<file path="src/rtl/prio_pkg.sv">
// Shared definitions for the pending-request priority encoder:
// selection modes and the two-state presentation FSM encoding.
package prio_pkg;

    localparam int MODE_FIXED = 0;
    localparam int MODE_RR    = 1;

    typedef enum logic {
        ST_IDLE = 1'b0,
        ST_HOLD = 1'b1
    } state_t;

endpackage

</file>
<file path="src/rtl/prio_pick.sv">
// Combinational find-first-set over N bits, searching upward from a start
// position with wrap at N-1; also flags when more than one bit is set.
module prio_pick #(
    parameter int N  = 8,
    parameter int IW = $clog2(N)
) (
    input  logic [N-1:0]  vec,
    input  logic [IW-1:0] start,
    output logic [IW-1:0] idx,
    output logic          found,
    output logic          multi
);

    int            p;
    int            cnt;
    logic [IW-1:0] pos;

    always_comb begin
        idx   = '0;
        found = 1'b0;
        cnt   = 0;
        p     = 0;
        pos   = '0;
        for (int k = 0; k < N; k++) begin
            if (vec[k]) cnt = cnt + 1;
            // Wrap explicitly at N so non-power-of-two widths never yield idx >= N.
            p = int'(start) + k;
            if (p >= N) p = p - N;
            pos = IW'(p);
            if (!found && vec[pos]) begin
                found = 1'b1;
                idx   = pos;
            end
        end
        multi = (cnt > 1);
    end

endmodule

</file>
<file path="src/rtl/prio_encoder_pend.sv">
// Registered priority encoder with sticky request capture: requests pend until
// loaded into y, which is presented over a valid/ready handshake.
module prio_encoder_pend
    import prio_pkg::*;
#(
    parameter int N    = 8,
    parameter int IW   = $clog2(N),
    parameter int MODE = MODE_FIXED
) (
    input  logic          clk,
    input  logic          rst,
    input  logic [N-1:0]  d,
    input  logic [N-1:0]  mask,
    output logic [IW-1:0] y,
    output logic          y_valid,
    input  logic          y_ready,
    output logic          multi
);

    state_t        state;
    logic [N-1:0]  pend;
    logic [N-1:0]  req;
    logic [N-1:0]  eligible;
    logic [N-1:0]  clr;
    logic [IW-1:0] ptr;
    logic [IW-1:0] start;
    logic [IW-1:0] pick_idx;
    logic          pick_found;
    logic          pick_multi;
    logic          load;

    // Same-cycle d participates, so a pulse or an unmask is seen without delay.
    assign req      = pend | d;
    assign eligible = req & ~mask;
    assign start    = (MODE == MODE_RR) ? ptr : '0;

    prio_pick #(
        .N  (N),
        .IW (IW)
    ) u_pick (
        .vec   (eligible),
        .start (start),
        .idx   (pick_idx),
        .found (pick_found),
        .multi (pick_multi)
    );

    // Load from IDLE whenever something is eligible, or back-to-back on accept.
    assign load = pick_found && ((state == ST_IDLE) || y_ready);

    always_comb begin
        clr = '0;
        if (load) clr[pick_idx] = 1'b1;
    end

    always_ff @(posedge clk or posedge rst) begin
        if (rst) begin
            state   <= ST_IDLE;
            pend    <= '0;
            y       <= '0;
            y_valid <= 1'b0;
            multi   <= 1'b0;
            ptr     <= '0;
        end else begin
            // The loaded bit is dropped even if d holds it high this edge.
            pend <= req & ~clr;
            if (load) begin
                state   <= ST_HOLD;
                y       <= pick_idx;
                multi   <= pick_multi;
                y_valid <= 1'b1;
                ptr     <= (pick_idx == IW'(N - 1)) ? '0 : pick_idx + IW'(1);
            end else if ((state == ST_HOLD) && y_ready) begin
                state   <= ST_IDLE;
                y_valid <= 1'b0;
            end
        end
    end

endmodule

</file>
<file path="config.mk">
export PLATFORM = sky130hd
export DESIGN_NAME = prio_encoder_pend
export DESIGN_NICKNAME = d
export VERILOG_FILES = /design/src/rtl/prio_pkg.sv /design/src/rtl/prio_pick.sv /design/src/rtl/prio_encoder_pend.sv
export SDC_FILE = /design/constraint.sdc
export NUM_CORES = 1
export LEC_CHECK = 0
export CELL_PAD_IN_SITES_DETAIL_PLACEMENT = 1
export CELL_PAD_IN_SITES_GLOBAL_PLACEMENT = 1
export CORE_MARGIN = 2
export CORE_UTILIZATION = 39
export CTS_CLUSTER_DIAMETER = 80
export DETAILED_ROUTE_END_ITERATION = 6
export PLACE_DENSITY_LB_ADDON = 0.1
export SYNTH_ARGS = -nofsm -noshare
export SYNTH_HDL_FRONTEND = slang
export SYNTH_SLANG_ARGS = --single-unit
</file>
<file path="constraint.sdc">
create_clock -name clk -period 6.14 [get_ports clk]
set_clock_uncertainty 0.1 [all_clocks]
set_input_delay 0.921 -clock clk [delete_from_list [all_inputs] [get_ports clk]]
set_output_delay 0.921 -clock clk [all_outputs]
set_load 0.02 [all_outputs]
</file>
; Word level (Yosys, flattened, before mapping)
; Cells that the tools add are included.
[op_classes]
add_sub_neg = 7
magnitude_cmp = 3
muxes = 28
bitwise_logic = 6
n_reduce_logical = 19
[ops]
columns = cell, count
row1 = $add 32x2->32 const B, 7
row2 = $mux 32, 7
row3 = $gt 32x2->1 const B, 1
row4 = $and 8x8->8, 2
row5 = $not 8->8, 2
row6 = $mux 1, 13
row7 = $mux 3, 4
row8 = $logic_and 1x1->1, 10
row9 = $mux 8, 1
row10 = $or 8x8->8, 1
row11 = $logic_not 1->1, 7
row12 = $lt 3x4->1 const B, 1
row13 = $mux 2, 2
row14 = $demux 1 s3, 1
row15 = $ge 3x1->1 const B, 1
row16 = $reduce_bool 2->1, 1
row17 = $logic_or 1x1->1, 1
row18 = $not 1->1, 1
[totals]
ff_bits = 13
in_bits = 19
out_inout_bits = 5
wordCells = 67

; Logic depth before layout (Yosys ltp)
[depth]
word_depth = 31
mapped_depth = 25
mapped_depth_nobuf = 24

; Hierarchy
; From an unflattened synthesis, not the netlist that was laid out.
[hier_totals]
hier_cells = 249
hier_area_um2 = 2095.8
[modules_own_cells]
columns = mod, n_inst, cells_per_inst, area_per_inst_um2, seq_area_each_um2
row1 = prio_pick, 1, 198, 1535.2, 0.0
row2 = prio_encoder_pend, 1, 51, 560.5, 325.3

; Worst setup path after synthesis
; No wires, ideal clock.
[synth_timing]
kind = input to register
startpoint = input port d[1]
endpoint = register multi
setup_time_ps = 127
arrival_time_ps = 4737
t_required_ps = 5913
setup_slack_ps = 1176
cell_stages = 25
cell_sequence = nor2_1 or2_2 inv_1 ha_1 clkbuf_2 inv_1 nand2_1 mux2i_1 nor2_1 ha_1 nor2_1 a211o_1 inv_1 ha_1 a22oi_1 o21ai_4 ha_1 inv_1 nor2_1 xor3_1 xnor2_2 xor2_1 a32oi_1 nor3_1 a21oi_1
[synth_via]
elab_chain_cells = 23
word_cells_on_any_way = 37
cone_classes = 6 x add/sub / 1 x order compare / 14 x mux / 2 x bitwise / 14 x reduce/logical
[synth_lines]
columns = item, line_no
row1 = "start, declared", prio_encoder_pend.sv:12  ; input logic [N-1:0] d,
row2 = $or 8x8->8 (*), prio_encoder_pend.sv:33  ; assign req = pend | d;
row3 = $and 8x8->8 (*), prio_encoder_pend.sv:34  ; assign eligible = req & ~mask;
row4 = branches (longest 21 deep; another with $add 32x2->32), --
row5 = "end signal, assigned", prio_encoder_pend.sv:70  ; multi <= pick_multi;
row6 = "end, declared", prio_encoder_pend.sv:17  ; output logic multi
; Every way passes the cells marked *.
; A chain may end at the register's enable or synchronous reset.

; Final worst setup path
[layout_timing]
startpoint = input port d[0]
endpoint = register multi
[layout_via]
elab_chain_cells = 25
word_cells_on_any_way = 41
cone_classes = 7 x add/sub / 1 x order compare / 16 x mux / 2 x bitwise / 15 x reduce/logical
[layout_lines]
columns = item, line_no
row1 = $or 8x8->8 (*), prio_encoder_pend.sv:33
row2 = $and 8x8->8 (*), prio_encoder_pend.sv:34
row3 = branches (longest 23 deep; another with $add 32x2->32), --
; Marked as above.

==> metrics.log <==
[metrics] total power per unit cell area: 244 nW/um^2
[metrics] Seq cells post-synth: 13
[metrics] ports placed on the boundary: 24
[metrics] async set or reset register ratio after synthesis: 1.00
[metrics] number of buffers created by CTS: 3
[metrics] synth-to-layout area growth: 20.0%
[metrics] count of final setup violators: 0
[metrics] # port buffers: 23
[metrics] smallest hold slack: 0.399 ns
[metrics] CP required: 6.19 ns
[metrics] MaxCap Viol Count: 0
[metrics] syn nets: 182
[metrics] cell row count: 21
[metrics] FF-to-FF setup slack: 1.23 ns
[metrics] Detail Route met3 WL: 36 um
[metrics] overall via count from detail_route: 1168
[metrics] clock transition at the register clock pins on the worst setup and hold paths after CTS: 0.08 ns
[metrics] relative max-transition margin: 0.402
[metrics] Util after Layout: 0.483
[metrics] r2r startpoint: pend[0]$_DFF_PP0_
[metrics] class of the worst hold path: reg2reg
[metrics] number of global-route vias before repair: 1312
[metrics] number of pins exceeding their max-slew limit in the final report: 0
[metrics] final number of hold-violating endpoints: 0
[metrics] Warnings, synthesis: 0
[metrics] total global-route track usage: 0.181
[metrics] number of vias per cell after detailed routing: 5.29
[metrics] global-route wire length before repair: 5820 um
[metrics] residual antenna-violating net count after detailed routing: 0
[metrics] proportion of layout cells with a drive suffix above 1: 0.103
[metrics] count of unique library cells instantiated by Yosys: 48
[metrics] Post-Synthesis Mean Instance Area: 8.66 sq um
[metrics] effective utilization at floorplan: 0.403
[metrics] WL met2: 1650 um
[metrics] WS Path Type: in2reg
[metrics] post-cts hold buffer count: 0
[metrics] Final Power: 390 uW
[metrics] worst hold path depth: 1
[metrics] Max rail drop VDD: 129 uV
[metrics] Clock Tree Root: sky130_fd_sc_hd__clkbuf_4
[metrics] worst slack after detailed placement: 0.158 ns
[metrics] number of standard cells after synthesis: 154
[metrics] number of DRC violations after detailed routing: 0
[metrics] Netlist Area Pre-Place: 1330 sq um
[metrics] die outline area: 3900 sq um
[metrics] library cell with the largest summed area after synthesis: sky130_fd_sc_hd__dfrtp_1
[metrics] series of cell instances along the critical path: clkdlybuf4s50_1, nor2_1, nor2_1, inv_1, ha_1, mux2i_1, mux2i_1, nor2_1, ha_1, nor2_1, a211o_1, inv_1, ha_1, a22oi_1, o21ai_4, ha_1, inv_1, nor2_1, xor3_1, xnor2_2, xor2_1, a32oi_1, nor3_1, a21oi_1
[metrics] average wire per standard cell: 14.6 um
[metrics] placeable core region: 3310 sq um
[metrics] status: complete, no violations
[metrics] CTS tree: yes
[metrics] terminating pin of the worst hold path: y[0]$_DFFE_PP0P_
[metrics] most frequent cell on the critical path: sky130_fd_sc_hd__nor2_1
[metrics] FF-to-FF End: multi$_DFFE_PP0P_
[metrics] highest net fanout along the worst path: 4
[metrics] number of flops mapped to enable cells by yosys: 0
[metrics] fin worst setup slack: 0.448 ns
[metrics] CP max stage cell: sky130_fd_sc_hd__clkdlybuf4s50_1
[metrics] first-iteration detailed-routing DRC count: 43
[metrics] top metal layer carrying routed signals: met4
[metrics] maximum frequency from static timing analysis: 176 MHz
[metrics] delay of the slowest critical-path stage: 0.46 ns
[metrics] Post-Route M1 WL: 1510 um
[metrics] measured slew at the worst slew-check pin: 0.895 ns
[metrics] HPWL reported at the end of detailed placement: 2720 um
[metrics] startpoint type of the worst setup path: input port
[metrics] Final nets: 204
[metrics] post-route clock period utilization: 0.927
[metrics] number of gates given a new drive strength after cts: 0
[metrics] CTS H-tree lvls: 1
[metrics] RSZ-0062 raised after global routing: no
[metrics] launch instance of the worst min-delay path: y[0]$_DFFE_PP0P_
[metrics] prevailing post-synth register cell: sky130_fd_sc_hd__dfrtp_1
[metrics] drt total wl: 3230 um
[metrics] number of antenna diodes: 0
[metrics] largest net degree at the start of global routing: 14
[metrics] clock period minus final worst setup slack: 5.69 ns
[metrics] RePlAce Congestion: 0.762
[metrics] CTS Buffer Depth: 2
[metrics] x dimension of the die: 62.5 um
[metrics] number of antenna violations at the first check in global routing: 0
[metrics] ranking of synthesized cells by area: sky130_fd_sc_hd__dfrtp_1 24%, sky130_fd_sc_hd__ha_1 8.4%, sky130_fd_sc_hd__nor2_1 6.8%
[metrics] signal arrival time at the worst endpoint: 5.75 ns
[metrics] remaining global-route overflow: 0
[metrics] portion of the post-synthesis area used by sequential elements: 0.244
[metrics] category of the worst setup path capture point: flip-flop
[metrics] Total Neg Setup Slack: 0 ns
[metrics] number of post-CTS setup repair buffers: 0
[metrics] detailed-router iteration count before antenna repair: 4
[metrics] die height: 62.5 um
[metrics] share of the synthesized area in the top cell type: 0.244
[metrics] FF-to-FF path depth: 23
[metrics] sinks on the clock net: 13
[metrics] clk_lat worst skew: 0.27 ns
[metrics] leakage dissipation: 0.655 nW
-- cell usage in the layout (no fill, tap or decap), drive strengths merged, types with 3 or more instances in the layout --
| cell | instances |
|---|---|
| nor2 | 24 |
| clkdlybuf4s50 | 23 |
| nand2 | 15 |
| dfrtp | 13 |
| inv | 11 |
| a21oi | 9 |
| ha | 9 |
| mux2i | 8 |
| a31oi | 4 |
| nor3 | 4 |
| clkbuf | 4 |
| o21bai | 4 |
| xnor2 | 4 |
| o21ba | 3 |
| or2 | 3 |
| and2 | 3 |
| nand3 | 3 |
-- how the worst max path moves through the flow --
| stage | start | endpoint |
|---|---|---|
| detailed placement | d[1] | multi$_DFFE_PP0P_ |
| finish | d[0] | multi$_DFFE_PP0P_ |
| global placement | d[1] | multi$_DFFE_PP0P_ |
| CTS | d[1] | multi$_DFFE_PP0P_ |
| floorplan | d[1] | multi$_DFFE_PP0P_ |
| global route | d[0] | multi$_DFFE_PP0P_ |
-- critical path: cells and delay by family --
family                   cells  cell delay [ns]
adder cells (fa/ha/maj)      4             1.07
XOR/XNOR                     3             0.91
AND/OR/NAND/NOR              6             0.75
AO/OA/AOI/OAI                5             0.73
buffers and inverters        4             0.71
multiplexers                 2             0.64
-- final cells by class --
type | instances | area [sq um]
Fill cell | 424 | 1710
Multi-Input combinational cell | 124 | 920
Sequential cell | 13 | 325
Timing Repair Buffer | 23 | 230
Tap cell | 46 | 57.6
Inverter | 11 | 41.3
Clock buffer | 4 | 26.3
-- report_power, final --
part,switching [mW],internal (mW),total (mW)
Sequential,0.00521,0.0952,0.100
Clock,0.0271,0.0252,0.0522
Combinational,0.127,0.110,0.238
Total,0.159,0.231,0.390
-- metal layers --
metal / global-route usage / up-vias
li1: - / 586
met1: 0.219 / 564
met2: 0.339 / 14
met3: 0.0162 / 4
met4: 0.0500 / 0
met5: 0 / -
-- kinds of logic after synthesis --
group	Yosys count	synth area share
xor gates and xnor gates	8	0.0976
AOI/OAI and AO/OA	40	0.245
and+or+nand+nor	58	0.195
adders and majority gates	10	0.0919
buffers and inverters	17	0.0666
DFF	13	0.244
muxes	8	0.0600
-- cells in the mapped netlist, drive strengths merged, types with 3 or more instances --
cell,instances
o21ba,3
a21oi,9
nand2,15
inv,11
a31oi,4
dfrtp,13
or2,3
ha,9
and2,3
nand3,3
mux2i,8
nor2,24
nor3,4
o21bai,4
buf,4
xnor2,4
-- metrics by stage --
stage / std cells / cell area (sq um)
2_1_floorplan: 154 / 1330
3_3_place_gp: 217 / 1570
3_5_place_dp: 217 / 1570
4_1_cts: 221 / 1600
5_1_grt: 221 / 1600
6_report: 221 / 1600
-- registers in the layout, indices dropped and copies added, names as in the netlist --
register / count
multi: 1
pend: 8
state: 1
y: 3
Note: power is estimated with default switching activity, not from simulation.
